File: src/rtl/puf_ro_meter.sv
// rtl/puf_ro_meter.sv - ring-oscillator PUF meter: counts synchronized RO edges over a window
// and compares channel 0 against channel 1 to produce a response bit.
module puf_ro_meter #(
  parameter int CH         = 2,
  parameter int CNT_W      = 20,
  parameter int WIN_W      = 20,
  parameter int CHAL_W     = 6,
  parameter int SETTLE_CYC = 16
) (
  input  logic                  clk,
  input  logic                  rst,
  input  logic                  start,
  input  logic [CHAL_W-1:0]     challenge,
  input  logic [WIN_W-1:0]      win_len,
  input  logic [CH-1:0]         ro_in,
  output logic                  ro_en,
  output logic [CHAL_W-1:0]     ro_chal,
  output logic                  busy,
  output logic                  done,
  output logic [CH*CNT_W-1:0]   count,
  output logic [CH-1:0]         sat,
  output logic                  resp,
  output logic                  tie
);

  localparam int SET_W = (SETTLE_CYC > 1) ? $clog2(SETTLE_CYC) : 1;
  localparam logic [CNT_W-1:0] CNT_MAX = {CNT_W{1'b1}};

  typedef enum logic [1:0] {IDLE, SETTLE, MEASURE, FINISH} state_t;

  state_t             state;
  logic [SET_W-1:0]   settle_cnt;
  logic [WIN_W-1:0]   win_q;
  logic [WIN_W-1:0]   win_cnt;
  logic [CH-1:0]      sync1;
  logic [CH-1:0]      sync2;
  logic [CH-1:0]      prev;
  logic [CH-1:0]      sat_w;
  logic [CNT_W-1:0]   cnt [CH];
  logic [CH-1:0]      rise;

  assign rise = sync2 & ~prev;

  always_ff @(posedge clk) begin
    if (rst) begin
      state      <= IDLE;
      settle_cnt <= '0;
      win_q      <= '0;
      win_cnt    <= '0;
      sync1      <= '0;
      sync2      <= '0;
      prev       <= '0;
      sat_w      <= '0;
      for (int i = 0; i < CH; i++) cnt[i] <= '0;
      ro_en      <= 1'b0;
      ro_chal    <= '0;
      busy       <= 1'b0;
      done       <= 1'b0;
      count      <= '0;
      sat        <= '0;
      resp       <= 1'b0;
      tie        <= 1'b0;
    end else begin
      sync1 <= ro_in;
      sync2 <= sync1;
      prev  <= sync2;
      done  <= 1'b0;
      case (state)
        IDLE: begin
          if (start) begin
            ro_chal    <= challenge;
            win_q      <= win_len;
            sat_w      <= '0;
            for (int i = 0; i < CH; i++) cnt[i] <= '0;
            settle_cnt <= SET_W'(SETTLE_CYC - 1);
            busy       <= 1'b1;
            ro_en      <= 1'b1;
            state      <= SETTLE;
          end
        end
        SETTLE: begin
          if (settle_cnt == '0) begin
            // A zero-length window skips MEASURE so no edge can ever be counted.
            if (win_q == '0) begin
              ro_en <= 1'b0;
              state <= FINISH;
            end else begin
              win_cnt <= win_q - WIN_W'(1);
              state   <= MEASURE;
            end
          end else begin
            settle_cnt <= settle_cnt - SET_W'(1);
          end
        end
        MEASURE: begin
          for (int i = 0; i < CH; i++) begin
            if (rise[i]) begin
              if (cnt[i] == CNT_MAX) sat_w[i] <= 1'b1;
              else                   cnt[i]   <= cnt[i] + CNT_W'(1);
            end
          end
          if (win_cnt == '0) begin
            ro_en <= 1'b0;
            state <= FINISH;
          end else begin
            win_cnt <= win_cnt - WIN_W'(1);
          end
        end
        FINISH: begin
          for (int i = 0; i < CH; i++) count[i*CNT_W +: CNT_W] <= cnt[i];
          sat   <= sat_w;
          resp  <= (cnt[0] > cnt[1]);
          tie   <= (cnt[0] == cnt[1]);
          done  <= 1'b1;
          busy  <= 1'b0;
          state <= IDLE;
        end
        default: state <= IDLE;
      endcase
    end
  end

endmodule

File: config.mk
export PLATFORM = sky130hd
export DESIGN_NAME = puf_ro_meter
export DESIGN_NICKNAME = d
export VERILOG_FILES = /design/src/rtl/puf_ro_meter.sv
export SDC_FILE = /design/constraint.sdc
export NUM_CORES = 1
export LEC_CHECK = 0
export CELL_PAD_IN_SITES_DETAIL_PLACEMENT = 1
export CELL_PAD_IN_SITES_GLOBAL_PLACEMENT = 2
export CORE_MARGIN = 5
export CORE_UTILIZATION = 36
export CTS_BUF_LIST = sky130_fd_sc_hd__clkbuf_8
export DETAILED_ROUTE_END_ITERATION = 7
export GPL_TIMING_DRIVEN = 0
export PLACE_DENSITY = 0.9
export REMOVE_ABC_BUFFERS = 1
export SYNTH_ARGS = -nofsm -noshare
export SYNTH_HDL_FRONTEND = slang
export SYNTH_SLANG_ARGS = --single-unit
File: constraint.sdc
create_clock -name clk -period 4.26 [get_ports clk]
set_input_delay 0.852 -clock clk [delete_from_list [all_inputs] [get_ports clk]]
set_output_delay 0.852 -clock clk [all_outputs]
set_load 0.01 [all_outputs]
==> results.sh <==
export IMPL_setup_viol=0
export IMPL_grt_overflow=0
export IMPL_r2r_end="win_cnt[18]$_SDFFE_PP0P_"
export IMPL_rsz0062_at_grt="false"
export IMPL_max_freq_ghz=0.258
export IMPL_rows=52
export IMPL_slew_violations=0
export IMPL_cpPeakStageDelay_ns=0.83
export IMPL_clkSlewWorstSetupHoldPaths_ns=0.08
export IMPL_die_y_um=154
export IMPL_vias=6156
export IMPL_routed_via_density=5.23
export IMPL_die_w_um=154
export IMPL_reg2regPathDepth=7
export IMPL_hp_start="sync1[1]$_SDFF_PP0_"
export IMPL_routed_wirelength_um=19500
export IMPL_yosys_warnings=0
export IMPL_track_usage=0.165
export IMPL_grt_max_degree=78
export IMPL_wire_per_inst_um=16.5
export IMPL_ys_seq_elements=147
export IMPL_diodes=0
export IMPL_cts_path_max_buffers=2
export IMPL_async_reset_ff_frac=0
export IMPL_initialDrtViolationCount=209
export IMPL_worstPathCellList="inv_1 -> ha_2 -> clkinvlp_4 -> o31ai_2 -> or2_1 -> a22oi_1 -> a31oi_1"
export IMPL_die_area_um2=23800
export IMPL_layout_cells_most_common="nor2_1"
export IMPL_drv_cap=0
export IMPL_first_global_vias=6407
export IMPL_fin_skew_ns=0.0134
export IMPL_reg2reg_slack_ns=0.39
export IMPL_drt_first_pass_iters=4
export IMPL_pin_count=84
export IMPL_min_period_ns=3.87
export IMPL_synthDistinctLibCells=63
export IMPL_min_to="sync2[1]$_SDFF_PP0_"
export IMPL_nets=955
export IMPL_hold_viol_final=0
export IMPL_crit_required_ns=4.63
export IMPL_syn_area_per_cell_um2=9.01
export IMPL_syn_area_um2=7500
export IMPL_h_tree_depth=4
export IMPL_timing_rr_start="state[0]$_SDFFE_PP0P_"
export IMPL_leakage_nw=3.19
export IMPL_synthFlopType="dfxtp_1"
export IMPL_root_buffer="clkbuf_8"
export IMPL_cts_hold_buf=0
export IMPL_hold_depth=1
export IMPL_core_area_um2=20400
export IMPL_final_cell_mix="nor2_1 (124), dfxtp_1 (107), nand2_1 (87)"
export IMPL_tritoncts="built"
export IMPL_initial_core_util=0.368
export IMPL_clk_latency_ns=0.45
export IMPL_synthTopCellsByArea="dfxtp_1 (29%), edfxtp_1 (16%), mux2i_1 (6.5%)"
export IMPL_min_delay_path_class="reg -> reg"
export IMPL_worstPathArrival_ns=4.24
export IMPL_fin_area_um2=8930
export IMPL_drive_gt1_frac=0.0573
export IMPL_crit_type="reg -> reg"
export IMPL_synthCells=832
export IMPL_drc=0
export IMPL_dpl_instance_area_um2=8500
export IMPL_p_per_area_nw_per_um2=554
export IMPL_area_delta_synth_final_pct=19.1
export IMPL_dp_hpwl_um=13400
export IMPL_finalCritPeriodShare=0.910
export IMPL_synth_top_cell_area_share=0.286
export IMPL_ir_worst_vdd_uv=226
export IMPL_antenna_found_initial=1
export IMPL_clock_sinks=147
export IMPL_relSlewSlack=0.140
export IMPL_tightest_slew_ns=1.29
export IMPL_cts_setup_buffers=0
export IMPL_synth_edf_count=40
export IMPL_grt_pass1_wl_um=32400
export IMPL_endpoint_kind="register"
export IMPL_finalWeightedCongestion=0.804
export IMPL_drtAntennaViolNets=0
export IMPL_critPathLaunchType="register"
export IMPL_yosys_area_top_type="dfxtp_1"
export IMPL_io_buffers=83
export IMPL_cpMaxStageDelayCell="ha_2"
export IMPL_hold_ws_ns=0.452
export IMPL_seq_area_frac_synth=0.446
export IMPL_cts_buffers=17
export IMPL_outcome="finished clean"
export IMPL_crit_fanout=45
state kept, by name, summed over array words and instances (netlist names), 4 cells and up:
signal	flops
cnt	40
count	40
win_cnt	20
win_q	20
ro_chal	6
settle_cnt	4
routing by layer:
metal | vias up | global-route usage | wire length [um]
li1 | 3041 | - | -
met1 | 3004 | 0.222 | 9510
met2 | 96 | 0.265 | 8780
met3 | 13 | 0.0464 | 1000
met4 | 2 | 0.0399 | 165
met5 | - | 0 | 20
cells in the mapped netlist, drive strengths merged, types with 6 or more instances:
cell and count:
a21o 8, a21oi 62, a31oi 7, and2 7, and3 6, buf 21, clkbuf 19, dfxtp 107
edfxtp 40, ha 29, inv 34, mux2i 49, nand2 87, nand3 20, nand4 12, nor2 125
nor2b 16, nor3 24, nor4 15, o21ai 13, or4 9, xnor2 27, xor2 25
cells by family after synthesis:
group | share of synthesized area
simple gates | 0.227
flops | 0.446
compound gates | 0.108
buf+inv | 0.0447
xor+xnor | 0.0607
mux | 0.0654
fa+ha+maj | 0.0484
worst max-delay path, delay by kind of cell (launching register included):
family / cells / cell delay, ns
fa+ha+maj: 1 / 0.83
flops: 1 / 0.38
compound gates: 3 / 1.07
buf+inv: 2 / 0.81
simple gates: 1 / 0.71
per-stage QoR:
step / util / worst slack [ns] / cells / TNS [ns] / power (mW)
final: 0.438 / 0.386 / 1178 / 0 / 4.95
after global routing: 0.438 / 0.0653 / 1178 / 0 / 5.31
after floorplan: - / 0.892 / 792 / 0 / 3.20
after global placement: 0.416 / -2.96 / 1145 / -272.83 / 3.77
after detailed placement: 0.418 / 0.130 / 1146 / 0 / 3.81
after CTS: 0.438 / 0.0473 / 1178 / 0 / 4.99
layout make-up:
| type | count | area [um^2] |
|---|---|---|
| repair buffers | 84 | 856 |
| fillers | 2345 | 11400 |
| well taps | 270 | 338 |
| inverters | 35 | 135 |
| multi-input cells | 610 | 3840 |
| flip-flops and latches | 147 | 3340 |
| clock buffers | 17 | 234 |
| clock inverters | 15 | 179 |
worst max path at each step:
stage | start | to | slack (ns) | depth (start not counted)
after floorplan | state[0]$_SDFFE_PP0P_ | win_cnt[18]$_SDFFE_PP0P_ | 0.89 | 7
after global placement | rst | cnt[0][5]$_SDFFCE_PN0P_ | -2.96 | 6
after detailed placement | state[1]$_SDFFE_PP0P_ | win_cnt[18]$_SDFFE_PP0P_ | 0.13 | 6
after CTS | state[0]$_SDFFE_PP0P_ | win_cnt[18]$_SDFFE_PP0P_ | 0.05 | 7
after global routing | state[0]$_SDFFE_PP0P_ | win_cnt[2]$_SDFFE_PP0P_ | 0.07 | 7
final | state[0]$_SDFFE_PP0P_ | win_cnt[18]$_SDFFE_PP0P_ | 0.39 | 7
timing repair:
action | 4_1_cts | 5_1_grt
gates resized for setup | 0 | 2
setup endpoints to repair | 0 | 17
endpoints found under the hold margin | 0 | 0
power by group:
part	internal [mW]	switching, mW
clock network	0.583	0.569
registers	1.67	0.267
logic	0.722	1.14
Note: power is estimated with default switching activity, not from simulation.
